--- config.mk ---
export PLATFORM = sky130hd
export DESIGN_NAME = clock_ratio_monitor
export DESIGN_NICKNAME = d
export VERILOG_FILES = /design/src/rtl/clock_ratio_monitor.sv
export SDC_FILE = /design/constraint.sdc
export NUM_CORES = 1
export LEC_CHECK = 0
export BUFFER_PORTS_ARGS = -buffer_cell sky130_fd_sc_hd__buf_2
export CORE_ASPECT_RATIO = 0.9
export CORE_UTILIZATION = 30
export DETAILED_ROUTE_END_ITERATION = 6
export PLACE_DENSITY = 0.56
export SLEW_MARGIN = 10
export SYNTH_ARGS = -nofsm -noshare
export SYNTH_HDL_FRONTEND = slang
export SYNTH_SLANG_ARGS = --single-unit
--- constraint.sdc ---
create_clock -name clk_in -period 8.9 [get_ports clk_in]
set_input_delay 0.89 -clock clk_in [delete_from_list [all_inputs] [get_ports clk_in]]
set_output_delay 0.89 -clock clk_in [all_outputs]
set_load 0.01 [all_outputs]
--- src/rtl/clock_ratio_monitor.sv ---
// rtl/clock_ratio_monitor.sv - half-period checker for a divided clock sampled in the clk_in domain
//
// Purpose:
//   Synchronizes a slow monitored clock (clk_mon) into clk_in. It measures the
//   number of clk_in cycles between successive clk_mon transitions of either
//   polarity and compares each measurement with EXP_HALF +/- TOL. It reports
//   lock, stall (no transition for 4*EXP_HALF cycles) and a sticky fault flag.
//
// Optional feature (macro CRM_DUTY_EN):
//   When defined, the module adds the high_len and low_len outputs. These hold
//   the last measured high and low phase lengths. Lock entry and lock hold then
//   also require |high_len - low_len| <= 1.
//
// Ports:
//   clk_in       in   sampling clock
//   rst_n        in   asynchronous active-low reset
//   clk_mon      in   monitored clock, asynchronous to clk_in
//   enable       in   monitor enable (level); low forces IDLE
//   err_clr      in   clears err_sticky (a same-cycle fault set wins)
//   half_period  out  last measured edge-to-edge distance, CNT_W bits
//   meas_valid   out  one-cycle strobe, half_period updated
//   locked       out  high in LOCKED
//   stall        out  high in FAULT when FAULT was entered by timeout
//   err_sticky   out  sticky fault flag
//   high_len     out  (CRM_DUTY_EN) last high phase length
//   low_len      out  (CRM_DUTY_EN) last low phase length

module clock_ratio_monitor #(
  parameter int EXP_HALF    = 2,
  parameter int TOL         = 0,
  parameter int LOCK_COUNT  = 4,
  parameter int CNT_W       = 16,
  parameter int SYNC_STAGES = 2
) (
  input  logic             clk_in,
  input  logic             rst_n,
  input  logic             clk_mon,
  input  logic             enable,
  input  logic             err_clr,
  output logic [CNT_W-1:0] half_period,
  output logic             meas_valid,
  output logic             locked,
  output logic             stall,
  output logic             err_sticky
`ifdef CRM_DUTY_EN
  ,
  output logic [CNT_W-1:0] high_len,
  output logic [CNT_W-1:0] low_len
`endif
);

  localparam logic [2:0] ST_IDLE    = 3'd0;
  localparam logic [2:0] ST_ARM     = 3'd1;
  localparam logic [2:0] ST_MEASURE = 3'd2;
  localparam logic [2:0] ST_LOCKED  = 3'd3;
  localparam logic [2:0] ST_FAULT   = 3'd4;

  localparam int GOOD_W = (LOCK_COUNT < 2) ? 1 : $clog2(LOCK_COUNT + 1);

  localparam logic [CNT_W-1:0]  STALL_LIMIT = CNT_W'(4 * EXP_HALF);
  localparam logic [CNT_W-1:0]  CNT_MAX     = {CNT_W{1'b1}};
  localparam logic [CNT_W:0]    EXP_W       = (CNT_W + 1)'(EXP_HALF);
  localparam logic [CNT_W:0]    TOL_W       = (CNT_W + 1)'(TOL);
  localparam logic [GOOD_W-1:0] GOOD_TARGET = GOOD_W'(LOCK_COUNT);

  // Synchronizer and history flop
  logic [SYNC_STAGES-1:0] sync_q;
  logic                   hist_q;
  logic                   mon_edge;

  always_ff @(posedge clk_in or negedge rst_n) begin
    if (!rst_n) begin
      sync_q <= '0;
      hist_q <= 1'b0;
    end else begin
      sync_q <= {sync_q[SYNC_STAGES-2:0], clk_mon};
      hist_q <= sync_q[SYNC_STAGES-1];
    end
  end

  assign mon_edge = sync_q[SYNC_STAGES-1] ^ hist_q;

  // Measurement and tolerance
  logic [2:0]        state;
  logic [CNT_W-1:0]  cnt;
  logic [GOOD_W-1:0] good_cnt;

  logic [CNT_W:0]   meas_wide;
  logic [CNT_W-1:0] meas;
  logic [CNT_W:0]   meas_ext;
  logic [CNT_W:0]   dev;
  logic             in_tol;
  logic             duty_ok;

  // cnt counts cycles since the last edge, so the distance is cnt+1.
  // The sum saturates so that a saturated counter still reports a large value.
  assign meas_wide = {1'b0, cnt} + {{CNT_W{1'b0}}, 1'b1};
  assign meas      = meas_wide[CNT_W] ? CNT_MAX : meas_wide[CNT_W-1:0];
  assign meas_ext  = {1'b0, meas};

  // The subtraction order follows the comparison, so neither branch wraps.
  always_comb begin
    dev = '0;
    if (meas_ext >= EXP_W) begin
      dev = meas_ext - EXP_W;
    end else begin
      dev = EXP_W - meas_ext;
    end
  end

  assign in_tol = (dev <= TOL_W);

`ifdef CRM_DUTY_EN
  // Duty check: candidate phase lengths include the measurement in flight
  logic             rising;
  logic [CNT_W-1:0] high_cand;
  logic [CNT_W-1:0] low_cand;
  logic [CNT_W-1:0] duty_dev;
  logic [CNT_W-1:0] high_len_n;
  logic [CNT_W-1:0] low_len_n;

  assign rising = mon_edge & sync_q[SYNC_STAGES-1];

  // A rising edge ends a low phase, and a falling edge ends a high phase.
  always_comb begin
    high_cand = high_len;
    low_cand  = low_len;
    if (rising) begin
      low_cand = meas;
    end else begin
      high_cand = meas;
    end
  end

  always_comb begin
    duty_dev = '0;
    if (high_cand >= low_cand) begin
      duty_dev = high_cand - low_cand;
    end else begin
      duty_dev = low_cand - high_cand;
    end
  end

  assign duty_ok = (duty_dev <= CNT_W'(1));
`else
  assign duty_ok = 1'b1;
`endif

  // Next-state logic
  logic [2:0]        state_n;
  logic [CNT_W-1:0]  cnt_n;
  logic [GOOD_W-1:0] good_n;
  logic [GOOD_W-1:0] good_inc;
  logic              locked_n;
  logic              stall_n;
  logic              meas_valid_n;
  logic [CNT_W-1:0]  half_period_n;
  logic              err_set;
  logic              err_n;
  logic              timeout;

  // At timeout, an edge in the same cycle takes priority over the stall.
  assign timeout = (cnt >= STALL_LIMIT) && !mon_edge;

  // good_cnt holds at LOCK_COUNT when a duty violation blocks the lock.
  assign good_inc = (good_cnt < GOOD_TARGET) ? (good_cnt + 1'b1) : good_cnt;

  always_comb begin
    state_n       = state;
    good_n        = good_cnt;
    locked_n      = locked;
    stall_n       = stall;
    meas_valid_n  = 1'b0;
    half_period_n = half_period;
    err_set       = 1'b0;
`ifdef CRM_DUTY_EN
    high_len_n    = high_len;
    low_len_n     = low_len;
`endif

    if (mon_edge) begin
      cnt_n = '0;
    end else if (cnt != CNT_MAX) begin
      cnt_n = cnt + 1'b1;
    end else begin
      cnt_n = cnt;
    end

    if (!enable) begin
      state_n  = ST_IDLE;
      cnt_n    = '0;
      good_n   = '0;
      locked_n = 1'b0;
      stall_n  = 1'b0;
    end else begin
      case (state)
        ST_IDLE: begin
          cnt_n   = '0;
          state_n = ST_ARM;
        end

        // The first edge only restarts cnt, so the partial period is discarded.
        ST_ARM: begin
          if (mon_edge) begin
            state_n = ST_MEASURE;
          end
        end

        ST_MEASURE: begin
          if (mon_edge) begin
            meas_valid_n  = 1'b1;
            half_period_n = meas;
`ifdef CRM_DUTY_EN
            high_len_n    = high_cand;
            low_len_n     = low_cand;
`endif
            if (in_tol) begin
              good_n = good_inc;
              if ((good_inc == GOOD_TARGET) && duty_ok) begin
                state_n  = ST_LOCKED;
                locked_n = 1'b1;
              end
            end else begin
              good_n = '0;
            end
          end else if (timeout) begin
            state_n = ST_FAULT;
            stall_n = 1'b1;
            good_n  = '0;
            err_set = 1'b1;
          end
        end

        ST_LOCKED: begin
          if (mon_edge) begin
            meas_valid_n  = 1'b1;
            half_period_n = meas;
`ifdef CRM_DUTY_EN
            high_len_n    = high_cand;
            low_len_n     = low_cand;
`endif
            if (!in_tol || !duty_ok) begin
              state_n  = ST_FAULT;
              locked_n = 1'b0;
              good_n   = '0;
              err_set  = 1'b1;
            end
          end else if (timeout) begin
            state_n  = ST_FAULT;
            locked_n = 1'b0;
            stall_n  = 1'b1;
            good_n   = '0;
            err_set  = 1'b1;
          end
        end

        // Recovery behaves like ARM: the edge restarts the measurement without a strobe.
        ST_FAULT: begin
          if (mon_edge) begin
            state_n = ST_MEASURE;
            stall_n = 1'b0;
            good_n  = '0;
          end
        end

        default: begin
          state_n  = ST_IDLE;
          cnt_n    = '0;
          good_n   = '0;
          locked_n = 1'b0;
          stall_n  = 1'b0;
        end
      endcase
    end

    // A fault set in the same cycle as err_clr takes priority over the clear.
    if (err_set) begin
      err_n = 1'b1;
    end else if (err_clr) begin
      err_n = 1'b0;
    end else begin
      err_n = err_sticky;
    end
  end

  // State registers
  always_ff @(posedge clk_in or negedge rst_n) begin
    if (!rst_n) begin
      state       <= ST_IDLE;
      cnt         <= '0;
      good_cnt    <= '0;
      locked      <= 1'b0;
      stall       <= 1'b0;
      meas_valid  <= 1'b0;
      half_period <= '0;
      err_sticky  <= 1'b0;
    end else begin
      state       <= state_n;
      cnt         <= cnt_n;
      good_cnt    <= good_n;
      locked      <= locked_n;
      stall       <= stall_n;
      meas_valid  <= meas_valid_n;
      half_period <= half_period_n;
      err_sticky  <= err_n;
    end
  end

`ifdef CRM_DUTY_EN
  always_ff @(posedge clk_in or negedge rst_n) begin
    if (!rst_n) begin
      high_len <= '0;
      low_len  <= '0;
    end else begin
      high_len <= high_len_n;
      low_len  <= low_len_n;
    end
  end
`endif

endmodule

Word level (Yosys, flattened, before mapping). Cells that the tools add are included.

Bits of input ports: 5. Register bits: 45. Word-level logic and storage cells: 102. Output and inout bits: 20.

Add/sub/neg operators: 5. Reduce and logical (&&, ||, !) cells: 14. Bitwise operators: 1. Multiplexer cells: 48. Order comparisons: 4. Eq/ne operators: 20.

Operators by type and width (number): 16-bit two-way mux (5); 3-bit two-way mux (16); 3-bit one-hot mux with 4 select lines (2); 1-bit two-way mux (21); 16-bit by 1-bit adder with 17-bit output, second input constant (1); 17-bit by 1-bit less-or-equal comparator with 1-bit output, second input constant (1); 17-bit two-way mux (1); 16-bit by 2-bit subtractor with 17-bit output, second input constant (1); 2-bit by 16-bit subtractor with 17-bit output, first input constant (1); 16-bit by 1-bit adder with 16-bit output, second input constant (1); 16-bit by 2-bit >= comparator with 1-bit output, second input constant (1); 16-bit by 4-bit >= comparator with 1-bit output, second input constant (1); 16-bit != test, second input constant (1); 4-bit != test, second input constant (4); 3-bit != test, second input constant (5); 4-bit AND reduction (2); 3-bit by 2-bit == test with 1-bit output, second input constant (2); 3-bit == test, second input constant (2); 3-bit by 2-bit != test with 1-bit output, second input constant (2); 1-bit one-hot mux with 3 select lines (2); 3-bit AND reduction (2); 6-bit AND reduction (1); 2-bit OR reduction (3); 2-bit != test, second input constant (2); other kinds (12) (12).

Longest topological paths before layout. Gate-level depths: netlist of the first run.

Word-level depth: 10. Mapped depth: 13. Depth with buffers taken out: 12.

Least setup slack after synthesis of the first run. Ideal clock, no wire load.

Kind: register to register. From: register cnt[0]. To: register good_cnt[0]. Period minus slack after synthesis: 3.244 ns. Stages on the path, launching flop included: 14. Data arrival time: 3.180 ns. Setup slack: 5.656 ns. Setup time: 0.064 ns. Data required time: 8.836 ns. Cells stage by stage: dfrtp_1 ha_1 nand3_2 nor4_4 buf_4 nor2_1 ha_1 or4_1 nand3_1 o2111ai_1 nor3_2 nand4_4 o32ai_1 a21o_1.

Longest elaborated chain between the ends: 9. Elaborated cells on any way between the ends: 17. Classes of those cells: add/sub (3); order compare (3); eq/ne (1); mux (8); reduce/logical (2).

Ends and longest elaborated chain: start: declaration (RTL line 85) `logic [CNT_W-1:0] cnt;`; start signal: assignment (RTL line 299) `cnt <= cnt_n;`; 16-bit by 1-bit adder with 17-bit output (RTL line 97) `assign meas_wide = {1'b0, cnt} + {{CNT_W{1'b0}}, 1'b1};`; 16-bit two-way mux (RTL line 98) `assign meas = meas_wide[CNT_W] ? CNT_MAX : meas_wide[CNT_W-1:0];`; 2-bit by 16-bit subtractor with 17-bit output (tied with other cells) (RTL line 107) `dev = EXP_W - meas_ext;`; 17-bit two-way mux (RTL line 104) `if (meas_ext >= EXP_W) begin`; 17-bit by 1-bit less-or-equal comparator with 1-bit output (RTL line 111) `assign in_tol = (dev <= TOL_W);`; 3-bit two-way mux (RTL line 217) `if (in_tol) begin`; 3-bit two-way mux (RTL line 210) `if (mon_edge) begin`; 3-bit one-hot mux with 4 select lines (RTL line 196) `case (state)`; 3-bit two-way mux (RTL line 189) `if (!enable) begin`; end signal: assignment (RTL line 300) `good_cnt <= good_n;`; end: declaration (RTL line 86) `logic [GOOD_W-1:0] good_cnt;`.

Several ways; a longest one is shown, not always the timed one. A chain may end at the register's enable or synchronous reset.

Worst setup path after layout of the first run.
From: register cnt[0]. To: register state[2].

Longest elaborated chain between the ends: 7. Elaborated cells on any way between the ends: 17. Classes of those cells: add/sub (3); order compare (3); eq/ne (2); mux (7); reduce/logical (2).

Ends and longest elaborated chain: 16-bit by 1-bit adder with 17-bit output (RTL line 97); 16-bit two-way mux (RTL line 98); 2-bit by 16-bit subtractor with 17-bit output (tied with other cells) (RTL line 107); 17-bit two-way mux (RTL line 104); 17-bit by 1-bit less-or-equal comparator with 1-bit output (RTL line 111); 4-bit != test (no line); 4-bit AND reduction (no line); end signal: assignment (RTL line 298) `state <= state_n;`; end: declaration (RTL line 84) `logic [2:0] state;`.

Several ways; a longest one is shown, not always the timed one.

==> results of run 1 <==
[through the flow]
| step | power [uW] | setup slack [ps] |
|---|---|---|
| floorplan | 329.5 | 5656 |
| global placement | 365.4 | 5141 |
| detailed placement | 365.4 | 4990 |
| CTS | 506.5 | 4978 |
| global route | 531.0 | 4656 |
| finish | 499.5 | 4950 |
[registers in the layout (all words and copies together) (netlist names)]
| name | cells |
|---|---|
| hist_q | 1 |
| meas_valid | 1 |
| good_cnt | 3 |
| half_period | 16 |
| sync_q | 2 |
| state | 3 |
| locked | 1 |
| stall | 1 |
| err_sticky | 1 |
| cnt | 16 |
[cells in the final DEF (no fill, tap or decap), types with 3 or more instances in the layout]
cell type,n
nor4_1,7
dfrtp_1,45
nor3_1,5
xor2_1,4
o21ai_0,24
nand3_1,18
mux2i_1,5
ha_1,4
nand2b_1,3
and3_1,4
o22ai_1,3
and4_1,4
a21oi_1,10
xnor2_1,10
nand2_1,36
nand4_1,6
nor2_1,32
a31oi_1,11
buf_2,24
o31ai_1,3
inv_1,10
clkbuf_8,6
[critical path: cells and delay by family (launching register included)]
kind / cells / cell delay (ps)
AND/OR/NAND/NOR: 7 / 2210
adder cells (fa/ha/maj): 2 / 600
AO/OA/AOI/OAI: 3 / 550
flip-flops: 1 / 460
[cell families after synthesis]
kind of cell	count (synthesis)	share of synthesized area, %
adders and majority gates	4	1.827
AOI/OAI and AO/OA	72	17.26
muxes	5	1.827
DFF	45	41.10
xor gates and xnor gates	14	4.475
buffers and inverters	28	5.023
and+or+nand+nor	140	28.49
[power by group through the flow]
stage	logic (uW)	registers [uW]	clock network, uW
floorplan	89.9	240	0
global placement	119	246	0
detailed placement	120	245	0
CTS	120	241	145
global route	135	246	150
finish	119	242	139
[worst max path at each step]
stage,slack (ps),cells after the start,to
after floorplan,5660,13,good_cnt[0]$_DFFE_PN0P_
after global placement,5140,12,err_sticky$_DFFE_PN0P_
after detailed placement,4990,12,state[2]$_DFFE_PN0P_
after CTS,4980,12,state[2]$_DFFE_PN0P_
after global routing,4660,12,state[2]$_DFFE_PN0P_
final,4950,12,state[2]$_DFFE_PN0P_
[Yosys cell counts, types with 3 or more instances]
master | count | share of area [%]
nor3_1 | 5 | 0.91
nand3_1 | 18 | 3.3
a31oi_1 | 11 | 2.5
and4_1 | 4 | 1.3
nor2_1 | 32 | 4.4
and3_1 | 4 | 0.91
nand2_1 | 36 | 4.9
o31ai_1 | 3 | 0.82
ha_1 | 4 | 1.8
nor4_1 | 7 | 1.6
o21ai_0 | 24 | 4.4
xnor2_1 | 10 | 3.2
buf_2 | 4 | 0.73
buf_4 | 3 | 0.82
dfrtp_1 | 45 | 41
nand4_1 | 6 | 1.4
o22ai_1 | 3 | 0.69
inv_1 | 10 | 1.4
clkbuf_1 | 7 | 0.96
mux2i_1 | 5 | 1.8
xor2_1 | 4 | 1.3
a21oi_1 | 10 | 1.8
nand2b_1 | 3 | 0.69
[per-layer routing]
layer | GRT usage, % | up-vias | routed length (um)
met1 | 23.64 | 1076 | 3482
met2 | 21.83 | 49 | 2751
met4 | 2.817 | 0 | 41
met3 | 2.642 | 2 | 327
li1 | - | 1152 | -
met5 | 0 | - | 0
[final cells by class]
cell class | instances | area (um^2) | share of cell area, %
inverters | 11 | 41.29 | 1.371
flip-flops and latches | 45 | 1126 | 37.39
multi-input cells | 235 | 1476 | 49.02
clock buffers | 6 | 82.58 | 2.742
well taps | 119 | 148.9 | 4.944
clock inverters | 2 | 16.27 | 0.5401
repair buffers | 24 | 120.1 | 3.988
==> summary.txt, run 1 <==
Run status
  – Status: finished clean

STA
  – F_max: 0.2532 GHz
  – Period utilization: 44.38%
  – Slew margin rel.: 34.69%
  – Fin Hold WS: 358.7 ps
  – Setup-failing EPs final: 0
  – Final min period: 3950 ps
  – Least-Margin Pin Slew: 979.7 ps
  – Final hold violation count: 0
  – RSZ-0062 raised after global routing: false
  – Max Slew Vio Count: 0
  – Skew final: 12.25 ps
  – TNS Setup: 0 ps

Global routing
  – Remaining Overflow, GRT: 0
  – Initial antenna violation count: 0
  – Total track usage: 15.18%
  – Vias in the first global route: 2,081
  – Pin count of the biggest net entering global routing: 46
  – First-pass GRT wire length: 11,070 um

Clock network
  – Post-CTS setup repair buffer count: 0
  – CTS tree: yes
  – Max clock buf depth: 2
  – H-tree depth: 2
  – Clk_lat worst skew: 300 ps
  – TritonCTS Sinks: 45
  – # hold bufs at CTS: 0
  – TritonCTS buffer count: 5
  – CTS resizes: 0
  – Worst-path clk slew: 90 ps
  – Root Buffer: clkbuf_8

Cells and area
  – P&R area growth vs syn: 9.909%
  – Fin area: 3012 um^2
  – Final nets: 331
  – ANT cells: 0
  – Fillers: 951
  – Layout cells sized above 1: 13.93%
  – Layout Utilization: 34.50%
  – Non-Filler Instances: 442

Routing
  – DRT Pass-1 Iters: 4
  – Drc violations: 0
  – Routed wire per std cell: 14.94 um
  – Post-route ant nets: 0
  – Initial DRC count: 166
  – Mean number of vias per cell: 5.156
  – Vias: 2,279
  – Wirelength, routed: 6602 um

Pwr
  – Register share of total power: 48.4%
  – Comb power frac: 23.9%
  – Power Density: 165.8 nW/um^2
  – Net Sw Frac: 33.80%
  – P_sw: 168.8 uW
  – Worst vdd ir: 0.09083 mV
  – Leak Pwr: 0.001290 uW
  – Clock power frac: 27.8%
  – Int Power: 330.6 uW

Critical path
  – Critical path type: register to register
  – Reg-to-Reg Start: cnt[0]$_DFFE_PN0P_
  – Critical path fanouts, max: 13
  – CP Cell Sequence: ha_1 -> nand3_2 -> nor4_4 -> nor2_1 -> ha_1 -> or4_1 -> nand3_1 -> o2111ai_1 -> nor3_2 -> nand4_4 -> a31oi_1 -> o22ai_1
  – Worst flop-to-flop path endpoint: state[2]$_DFFE_PN0P_
  – Critical Path Max Stage Delay: 730 ps
  – Worst reg-to-reg setup slack: 4950 ps
  – CP arrival: 4130 ps
  – CP max stage cell: nor4_4
  – Worst EP required: 9080 ps
  – Worst setup EP type: register
  – FF-to-FF path depth: 12
  – Crit. Startpoint: cnt[0]$_DFFE_PN0P_
  – Startpoint type of the worst setup path: register
  – Most used cell, CP: ha_1

Place
  – Post-DP HPWL: 4899 um
  – Placed Area: 2913 um^2
  – RD Place Congestion: 0.8658
  – Placed cells: 434
  – Port Buffer Count: 24

Floorplanning
  – Row count: 32
  – Die footprint: 9520 um^2
  – Initial core utilization: 31.39%
  – Die height: 92.67 um
  – Ports: 25
  – Area of the core: 8728 um^2
  – Die Wd: 102.7 um

Synth
  – Avg Inst Size Synth: 8.897 um^2
  – Top FF cell, synth: dfrtp_1
  – Post-Syn Area: 2740 um^2
  – Fraction of registers with async set/reset: 100.0%
  – Synth Register Bits: 45
  – Syn Inst Count: 308
  – Syn. warnings: 0
  – Number of synthesized flops with an enable pin: 0
  – Netlist cell types: 61
  – Sequential area share after synthesis: 41.10%
  – Syn nets: 317

Hold path
  – Hold Path Class: register to register
  – Hold depth: 0
  – WHS Endpoint: sync_q[1]$_DFF_PN0_
  – Critical hold path startpoint: sync_q[0]$_DFF_PN0_

Run
  – Max_cap viols: 0
Note: power is estimated with default switching activity, not from simulation.
==> run 2: changes to the inputs <==
--- a/config.mk
+++ b/config.mk
@@ -5,6 +5,7 @@
 export SDC_FILE = /design/constraint.sdc
 export NUM_CORES = 1
 export LEC_CHECK = 0
+export ABC_AREA = 1
 export BUFFER_PORTS_ARGS = -buffer_cell sky130_fd_sc_hd__buf_2
 export CORE_ASPECT_RATIO = 0.9
 export CORE_UTILIZATION = 30
==> constraint.sdc (replaced) <==
create_clock -name clk_in -period 3.7 [get_ports clk_in]
set_input_delay 0.37 -clock clk_in [delete_from_list [all_inputs] [get_ports clk_in]]
set_output_delay 0.37 -clock clk_in [all_outputs]
set_load 0.01 [all_outputs]
==> run 2 against run 1 <==
Sequential share of layout area fell by 6.9 points. Die area rose by 18%. Area after synthesis is 19% higher. Cell count grew 48%. Synthesized cell count grew 61%. Combinational power rose to 4.4 times the previous value. Global-route usage is 0.88 points higher. Clock power grew to 3.8 times the previous value. Critical path type unchanged.
==> summary.txt, run 2 <==
Synth
  – Syn. warnings: 0 (unchanged)
  – Avg Inst Size Synth: 6.548 um^2 (was 8.897 um^2)
  – Number of synthesized flops with an enable pin: 0 (unchanged)
  – Sequential area share after synthesis: 34.60% (was 41.10%)
  – Post-Syn Area: 3254 um^2 (was 2740 um^2)
  – Share of the synthesized area in the top cell type: 34.60% (was 41.10%)
  – Top FF cell, synth: dfrtp_1 (unchanged)
  – Area leader, netlist: dfrtp_1 (unchanged)
  – Largest cells by area after synthesis: dfrtp_1 35%, nand2_1 16%, nor2_1 8.4% (was dfrtp_1 41%, nand2_1 4.9%, o21ai_0 4.4%)
  – Syn nets: 506 (was 317)
  – Netlist cell types: 32 (was 61)
  – Top-count cell post-synth: nand2_1 (was dfrtp_1)
  – Fraction of registers with async set/reset: 100.0% (unchanged)
  – Synth Register Bits: 45 (unchanged)
  – Post-synth top cells: 140 x nand2_1, 73 x nor2_1, 69 x inv_1, 45 x dfrtp_1, 39 x nand3_1 (was 45 x dfrtp_1, 36 x nand2_1, 32 x nor2_1, 24 x o21ai_0, 18 x nand3_1)
  – Syn Inst Count: 497 (was 308)

Critical path
  – Startpoint type of the worst setup path: register (unchanged)
  – FF-to-FF path depth: 22 (was 12)
  – Buf/Inv on CP: 2 (was 0)
  – CP max stage cell: dfrtp_1 (was nor4_4)
  – Delay-heaviest family, CP: simple AND/OR/NAND/NOR gates (unchanged)
  – Critical Path Max Stage Delay: 450 ps (was 730 ps)
  – Worst flop-to-flop path endpoint: good_cnt[2]$_DFFE_PN0P_ (was state[2]$_DFFE_PN0P_)
  – Worst EP required: 3880 ps (was 9080 ps)
  – Worst reg-to-reg setup slack: 480 ps (was 4950 ps)
  – Critical path fanouts, max: 18 (was 13)
  – CP arrival: 3390 ps (was 4130 ps)
  – Worst setup EP type: register (unchanged)
  – Most used cell, CP: nand2_1 (was ha_1)
  – CP Cell Sequence: ha_1 -> nand3_2 -> nor2_4 -> nand2_4 -> nand2_1 -> inv_1 -> ha_1 -> nand4_2 -> inv_2 -> nand2_1 -> nor2_1 -> nand2_1 -> nand2_1 -> nand2_1 -> nor2_1 -> nand3_1 -> nand2_2 -> nand3_2 -> nand2_2 -> nor2_1 -> nand2_1 -> nand2_1 (was ha_1 -> nand3_2 -> nor4_4 -> nor2_1 -> ha_1 -> or4_1 -> nand3_1 -> o2111ai_1 -> nor3_2 -> nand4_4 -> a31oi_1 -> o22ai_1)
  – Reg-to-Reg Start: cnt[0]$_DFFE_PN0P_ (unchanged)
  – Critical path type: register to register (unchanged)

Clock network
  – Worst-path clk slew: 60 ps (was 90 ps)
  – Clk_lat worst skew: 280 ps (was 300 ps)
  – Max clock buf depth: 2 (unchanged)
  – TritonCTS buffer count: 5 (unchanged)
  – Post-CTS setup repair buffer count: 0 (unchanged)
  – TritonCTS Sinks: 45 (unchanged)
  – H-tree depth: 2 (unchanged)
  – # hold bufs at CTS: 0 (unchanged)
  – Root Buffer: clkbuf_16 (was clkbuf_8)
  – CTS tree: yes (unchanged)
  – CTS resizes: 0 (unchanged)

STA
  – Least-Margin Pin Slew: 1002 ps (was 979.7 ps)
  – TNS Setup: 0 ps (unchanged)
  – Setup ws final: 484.5 ps (was 4950 ps)
  – Final min period: 3215 ps (was 3950 ps)
  – Max Slew Vio Count: 0 (unchanged)
  – RSZ-0062 raised after global routing: false (unchanged)
  – Period utilization: 86.90% (was 44.38%)
  – Skew final: 3.035 ps (was 12.25 ps)
  – Final hold violation count: 0 (unchanged)
  – Setup-failing EPs final: 0 (unchanged)
  – Slew margin rel.: 33.21% (was 34.69%)
  – F_max: 0.3110 GHz (was 0.2532 GHz)

Routing
  – Drc violations: 0 (unchanged)
  – Wirelength, routed: 8587 um (was 6602 um)
  – DRT Pass-1 Iters: 4 (unchanged)
  – Routed wire per std cell: 13.11 um (was 14.94 um)
  – Post-route ant nets: 0 (unchanged)
  – Initial DRC count: 170 (was 166)
  – Mean number of vias per cell: 4.798 (was 5.156)
  – Vias: 3,143 (was 2,279)

Pwr
  – Clock power frac: 31.1% (was 27.8%)
  – Int Power: 1104 uW (was 330.6 uW)
  – P_sw: 574.1 uW (was 168.8 uW)
  – Net Sw Frac: 34.21% (was 33.80%)
  – Comb power frac: 30.9% (was 23.9%)
  – Leak Pwr: 0.002069 uW (was 0.001290 uW)
  – Power Density: 454.4 nW/um^2 (was 165.8 nW/um^2)
  – Register share of total power: 38.0% (was 48.4%)
  – Worst vdd ir: 0.2217 mV (was 0.09083 mV)

Run status
  – Status: finished clean (unchanged)

Hold path
  – Hold depth: 1 (was 0)
  – Hold Path Class: input port to register (was register to register)
  – WHS Endpoint: sync_q[0]$_DFF_PN0_ (was sync_q[1]$_DFF_PN0_)
  – Critical hold path startpoint: clk_mon (was sync_q[0]$_DFF_PN0_)

Place
  – Placed Area: 3521 um^2 (was 2913 um^2)
  – Setup WS pre-CTS: 550.4 ps (was 4990 ps)
  – RD Place Congestion: 0.8778 (was 0.8658)
  – Placed cells: 647 (was 434)
  – Port Buffer Count: 24 (unchanged)
  – Post-DP HPWL: 6749 um (was 4899 um)

Floorplanning
  – Initial core utilization: 31.36% (was 31.39%)
  – Die Wd: 111.8 um (was 102.7 um)
  – Die height: 100.8 um (was 92.67 um)
  – Ports: 25 (unchanged)
  – Die footprint: 11,270 um^2 (was 9520 um^2)
  – Area of the core: 10,380 um^2 (was 8728 um^2)
  – Row count: 35 (was 32)

Cells and area
  – P&R area growth vs syn: 13.49% (was 9.909%)
  – ANT cells: 0 (unchanged)
  – Commonest cells after routing, fill and taps aside: 140 x nand2_1, 73 x nor2_1, 69 x inv_1 (was 45 x dfrtp_1, 36 x nand2_1, 32 x nor2_1)
  – Biggest regs: cnt (16), half_period (16) (unchanged)
  – Final nets: 534 (was 331)
  – Fin area: 3694 um^2 (was 3012 um^2)
  – Most common cell after layout, fill and taps aside: nand2_1 (was dfrtp_1)
  – Layout cells sized above 1: 16.35% (was 13.93%)
  – Non-Filler Instances: 655 (was 442)

Global routing
  – Met1 Resource Use GR: 22.52% (was 23.64%)
  – Vias in the first global route: 2,964 (was 2,081)
  – Pin count of the biggest net entering global routing: 46 (unchanged)
  – Met3 track utilization from global routing: 1.864% (was 2.642%)
  – Initial antenna violation count: 0 (unchanged)
  – Total track usage: 16.07% (was 15.18%)
  – Grt met2 use: 25.94% (was 21.83%)
  – GRT busiest layer: met2 (was met1)
  – First-pass GRT wire length: 14,340 um (was 11,070 um)
  – Remaining Overflow, GRT: 0 (unchanged)

Run
  – Max_cap viols: 0 (unchanged)
## run 2: changes by cell type after synthesis, sizes merged, moves of 8 or more
| cell | change |
|---|---|
| nand2 | +119 |
| inv | +66 |
| nor2 | +61 |
| nand3 | +28 |
| nand4 | +10 |
| nor4 | -9 |
| a31oi | -8 |
| buf | -8 |
| xnor2 | -8 |
## run 2: worst max-delay path by stage
stage	to	cells after the start	slack, ps	startpoint
after global routing	state[1]$_DFFE_PN0P_	22	150	cnt[0]$_DFFE_PN0P_
after global placement	state[0]$_DFFE_PN0P_	22	630	cnt[0]$_DFFE_PN0P_
after detailed placement	state[1]$_DFFE_PN0P_	22	550	cnt[0]$_DFFE_PN0P_
final	good_cnt[2]$_DFFE_PN0P_	22	480	cnt[0]$_DFFE_PN0P_
after CTS	state[1]$_DFFE_PN0P_	22	500	cnt[0]$_DFFE_PN0P_
after floorplan	state[0]$_DFFE_PN0P_	22	970	cnt[0]$_DFFE_PN0P_
## run 2: cells by family after synthesis
group | share of synthesized area [%]
buf+inv | 9.573
simple gates | 46.60
flops | 34.60
fa+ha+maj | 1.538
xor+xnor | 1.077
compound gates | 6.613
## run 2: area by class of cell
| class | count | area [um^2] |
|---|---|---|
| Clock buffer | 7 | 142.6 |
| Sequential cell | 45 | 1126 |
| Fill cell | 1097 | 6685 |
| Timing Repair Buffer | 25 | 127.6 |
| Inverter | 77 | 289.0 |
| Clock inverter | 1 | 30.03 |
| Tap cell | 129 | 161.4 |
| Multi-Input combinational cell | 371 | 1817 |
## run 2: metal layers
| layer | share of wire [%] | up-vias |
|---|---|---|
| met5 | 0 | - |
| met4 | 1.4 | 0 |
| met3 | 5.0 | 8 |
| met2 | 44 | 66 |
| met1 | 50 | 1449 |
| li1 | - | 1620 |
## run 2: power groups by stage
| stage | Clock, uW | Sequential, uW | Combinational [uW] |
|---|---|---|---|
| after global placement | 0 | 642 | 522 |
| after CTS | 533 | 638 | 523 |
| after floorplan | 0 | 679 | 321 |
| after detailed placement | 0 | 644 | 520 |
| final | 523 | 637 | 518 |
| after global routing | 551 | 650 | 591 |
## run 2: stage by stage
stage	hold slack (ps)	utilization (%)	total power [uW]
floorplan	74.41	-	1000
global placement	343.6	33.92	1164
detailed placement	337.3	33.92	1165
CTS	182.6	35.59	1694
global route	177.9	35.59	1791
finish	187.9	35.59	1678
==> run 3: changes to the inputs <==
--- a/config.mk
+++ b/config.mk
@@ -6,7 +6,7 @@
 export NUM_CORES = 1
 export LEC_CHECK = 0
 export ABC_AREA = 1
-export BUFFER_PORTS_ARGS = -buffer_cell sky130_fd_sc_hd__buf_2
+export BUFFER_PORTS_ARGS = -buffer_cell sky130_fd_sc_hd__buf_4
 export CORE_ASPECT_RATIO = 0.9
 export CORE_UTILIZATION = 30
 export DETAILED_ROUTE_END_ITERATION = 6
==> run 3 against run 2 <==
Core utilization rose by 0.43 points. Flip-flop and latch count did not move. Global-route usage rose by 0.12 points. Clock skew barely moved. Wire length rose by 0.52%. Total power fell by 0.13%. Worst setup slack got worse by 5.4 ps. Cell area rose by 1.2%. Worst hold slack got worse by 100 ps. Fmax fell by 0.17%. Sequential share of layout area fell by 0.37 points. Critical path depth fell by 2. Critical endpoint is now state[0]$_DFFE_PN0P_.
==> summary.txt, run 3 (same netlist as run 2, synthesis figures left out) <==
STA
  – Period utilization: 87.05% (was 86.90%)
  – Slew margin rel.: 49.41% (was 33.21%)
  – TNS Setup: 0 ps (unchanged)
  – Final hold violation count: 0 (unchanged)
  – Setup-failing EPs final: 0 (unchanged)
  – Skew final: 3.029 ps (was 3.035 ps)
  – Max Slew Vio Count: 0 (unchanged)
  – Final min period: 3221 ps (was 3215 ps)
  – RSZ-0062 raised after global routing: false (unchanged)
  – F_max: 0.3105 GHz (was 0.3110 GHz)
  – Least-Margin Pin Slew: 758.0 ps (was 1002 ps)

Pwr
  – Power Density: 448.3 nW/um^2 (was 454.4 nW/um^2)
  – Clock power frac: 28.1% (was 31.1%)
  – Leak Pwr: 0.002071 uW (was 0.002069 uW)
  – Int Power: 1094 uW (was 1104 uW)
  – Comb power frac: 33.7% (was 30.9%)
  – Worst vdd ir: 0.2466 mV (was 0.2217 mV)
  – Register share of total power: 38.2% (was 38.0%)
  – P_sw: 582.1 uW (was 574.1 uW)
  – Net Sw Frac: 34.73% (was 34.21%)

Critical path
  – CP arrival: 3400 ps (was 3390 ps)
  – Worst setup EP type: register (unchanged)
  – Critical path type: register to register (unchanged)
  – Buf/Inv on CP: 1 (was 2)
  – Critical path fanouts, max: 18 (unchanged)
  – Startpoint type of the worst setup path: register (unchanged)
  – CP Cell Sequence: ha_1 -> nand3_2 -> nor2_4 -> nand2_4 -> nand2_1 -> inv_1 -> ha_1 -> nand4_2 -> nor2_1 -> nor2_1 -> nor2_1 -> nand3_1 -> nor2_1 -> nand3_1 -> nand2_2 -> nand4_1 -> nand2_2 -> nand2_2 -> nand2_1 -> nand2_1 (was ha_1 -> nand3_2 -> nor2_4 -> nand2_4 -> nand2_1 -> inv_1 -> ha_1 -> nand4_2 -> inv_2 -> nand2_1 -> nor2_1 -> nand2_1 -> nand2_1 -> nand2_1 -> nor2_1 -> nand3_1 -> nand2_2 -> nand3_2 -> nand2_2 -> nor2_1 -> nand2_1 -> nand2_1)
  – Worst EP required: 3880 ps (about the same)
  – Most used cell, CP: nor2_1 (was nand2_1)
  – CP max stage cell: dfrtp_1 (unchanged)
  – Delay-heaviest family, CP: simple AND/OR/NAND/NOR gates (unchanged)
  – Critical Path Max Stage Delay: 450 ps (about the same)

Run
  – Max_cap viols: 0 (unchanged)

Global routing
  – Initial antenna violation count: 0 (unchanged)
  – Remaining Overflow, GRT: 0 (unchanged)
  – First-pass GRT wire length: 14,490 um (was 14,340 um)
  – Pin count of the biggest net entering global routing: 46 (unchanged)
  – Vias in the first global route: 2,946 (was 2,964)
  – Total track usage: 16.19% (was 16.07%)

Clock network
  – # hold bufs at CTS: 0 (unchanged)
  – Root Buffer: clkbuf_16 (unchanged)
  – Post-CTS setup repair buffer count: 0 (unchanged)
  – CTS resizes: 0 (unchanged)
  – TritonCTS Sinks: 45 (unchanged)
  – Worst-path clk slew: 60 ps (about the same)
  – CTS tree: yes (unchanged)
  – Max clock buf depth: 2 (unchanged)
  – H-tree depth: 2 (unchanged)
  – TritonCTS buffer count: 5 (unchanged)
  – Clk_lat worst skew: 280 ps (about the same)

Cells and area
  – Biggest regs: cnt (16), half_period (16) (unchanged)
  – ANT cells: 0 (unchanged)
  – P&R area growth vs syn: 14.88% (was 13.49%)
  – Fillers: 1,100 (was 1,097)
  – Layout Utilization: 36.02% (was 35.59%)
  – Most common cell after layout, fill and taps aside: nand2_1 (unchanged)
  – Commonest cells after routing, fill and taps aside: 140 x nand2_1, 73 x nor2_1, 69 x inv_1 (unchanged)
  – Final nets: 534 (unchanged)
  – Layout cells sized above 1: 16.54% (was 16.35%)

Routing
  – Routed wire per std cell: 13.18 um (was 13.11 um)
  – Drc violations: 0 (unchanged)
  – Wirelength, routed: 8632 um (was 8587 um)
  – DRT Pass-1 Iters: 4 (unchanged)
  – Initial DRC count: 191 (was 170)
  – Post-route ant nets: 0 (unchanged)
  – Mean number of vias per cell: 4.855 (was 4.798)
  – Vias: 3,180 (was 3,143)

Floorplanning
  – Area of the core: 10,380 um^2 (unchanged)
  – Initial core utilization: 31.36% (unchanged)
  – Die height: 100.8 um (unchanged)
  – Ports: 25 (unchanged)
  – Die Wd: 111.8 um (unchanged)
  – Die footprint: 11,270 um^2 (unchanged)
  – Row count: 35 (unchanged)

Place
  – RD Place Congestion: 0.8840 (was 0.8778)
  – Port Buffer Count: 24 (unchanged)
  – Post-DP HPWL: 6769 um (was 6749 um)

Run status
  – Status: finished clean (unchanged)

Hold path
  – Hold Path Class: input port to asynchronous set/reset pin (was input port to register)
run 3: cell count changes in the layout (fill, tap and decap cells not counted), sizes merged:
cell / previous run / this run
clkinv: 1 / 2
bufinv: 1 / 0
run 3: worst reg2reg max path, delay by kind of cell, from the launching register on:
family / cells / cell delay [ps]
adder cells (fa/ha/maj): 2 / 510
AND/OR/NAND/NOR: 17 / 2020
buffers and inverters: 1 / 140
flip-flops: 1 / 450
run 3: worst paths after layout:
| check | start | end | slack (ps) | cells past startpoint |
|---|---|---|---|---|
| setup / recovery | cnt[0]$_DFFE_PN0P_ | state[0]$_DFFE_PN0P_ | 480 | 20 |
| hold / removal | rst_n | half_period[3]$_DFFE_PN0P_ | 90 | 1 |
| setup reg to reg | cnt[0]$_DFFE_PN0P_ | state[0]$_DFFE_PN0P_ | 480 | 20 |
| hold reg to reg | sync_q[0]$_DFF_PN0_ | sync_q[1]$_DFF_PN0_ | 350 | 0 |
| max in group asynchronous | rst_n | good_cnt[2]$_DFFE_PN0P_ | 3220 | 1 |
| min in group clk_in | clk_mon | sync_q[0]$_DFF_PN0_ | 190 | 1 |
run 3: layer usage:
layer | up-vias | GRT usage (%) | routed length, um
li1 | 1620 | - | -
met1 | 1469 | 23.57 | 4411
met2 | 78 | 24.94 | 3678
met3 | 13 | 1.684 | 371
met4 | 0 | 5.509 | 172
met5 | - | 0 | 0
run 3: through the flow:
| step | hold WS, ps | worst slack [ps] | total power (uW) | std cells | area [um^2] |
|---|---|---|---|---|---|
| after floorplan | 74.41 | 968.1 | 1000 | 497 | 3254 |
| after global placement | 342.7 | 615.3 | 1211 | 647 | 3581 |
| after detailed placement | 337.2 | 524.3 | 1213 | 647 | 3581 |
| after CTS | 117.8 | 501.9 | 1692 | 655 | 3739 |
| after global routing | 143.6 | 116.5 | 1793 | 655 | 3739 |
| final | 87.10 | 479.2 | 1676 | 655 | 3739 |
run 3: cell type report:
class / instances / area [um^2] / area share (%)
sequential: 45 / 1126 / 30.12
multi-input combinational: 371 / 1817 / 48.59
tap: 129 / 161.4 / 4.317
timing repair buffer: 25 / 187.7 / 5.020
inverter: 77 / 289.0 / 7.731
clock buffer: 7 / 152.6 / 4.083
clock inverter: 1 / 5.005 / 0.1339
run 3: power groups by stage:
stage / Sequential [uW] / Combinational, uW / Clock (uW)
after floorplan: 679 / 321 / 0
after global placement: 647 / 564 / 0
after detailed placement: 649 / 564 / 0
after CTS: 642 / 567 / 482
after global routing: 653 / 640 / 500
final: 641 / 565 / 470
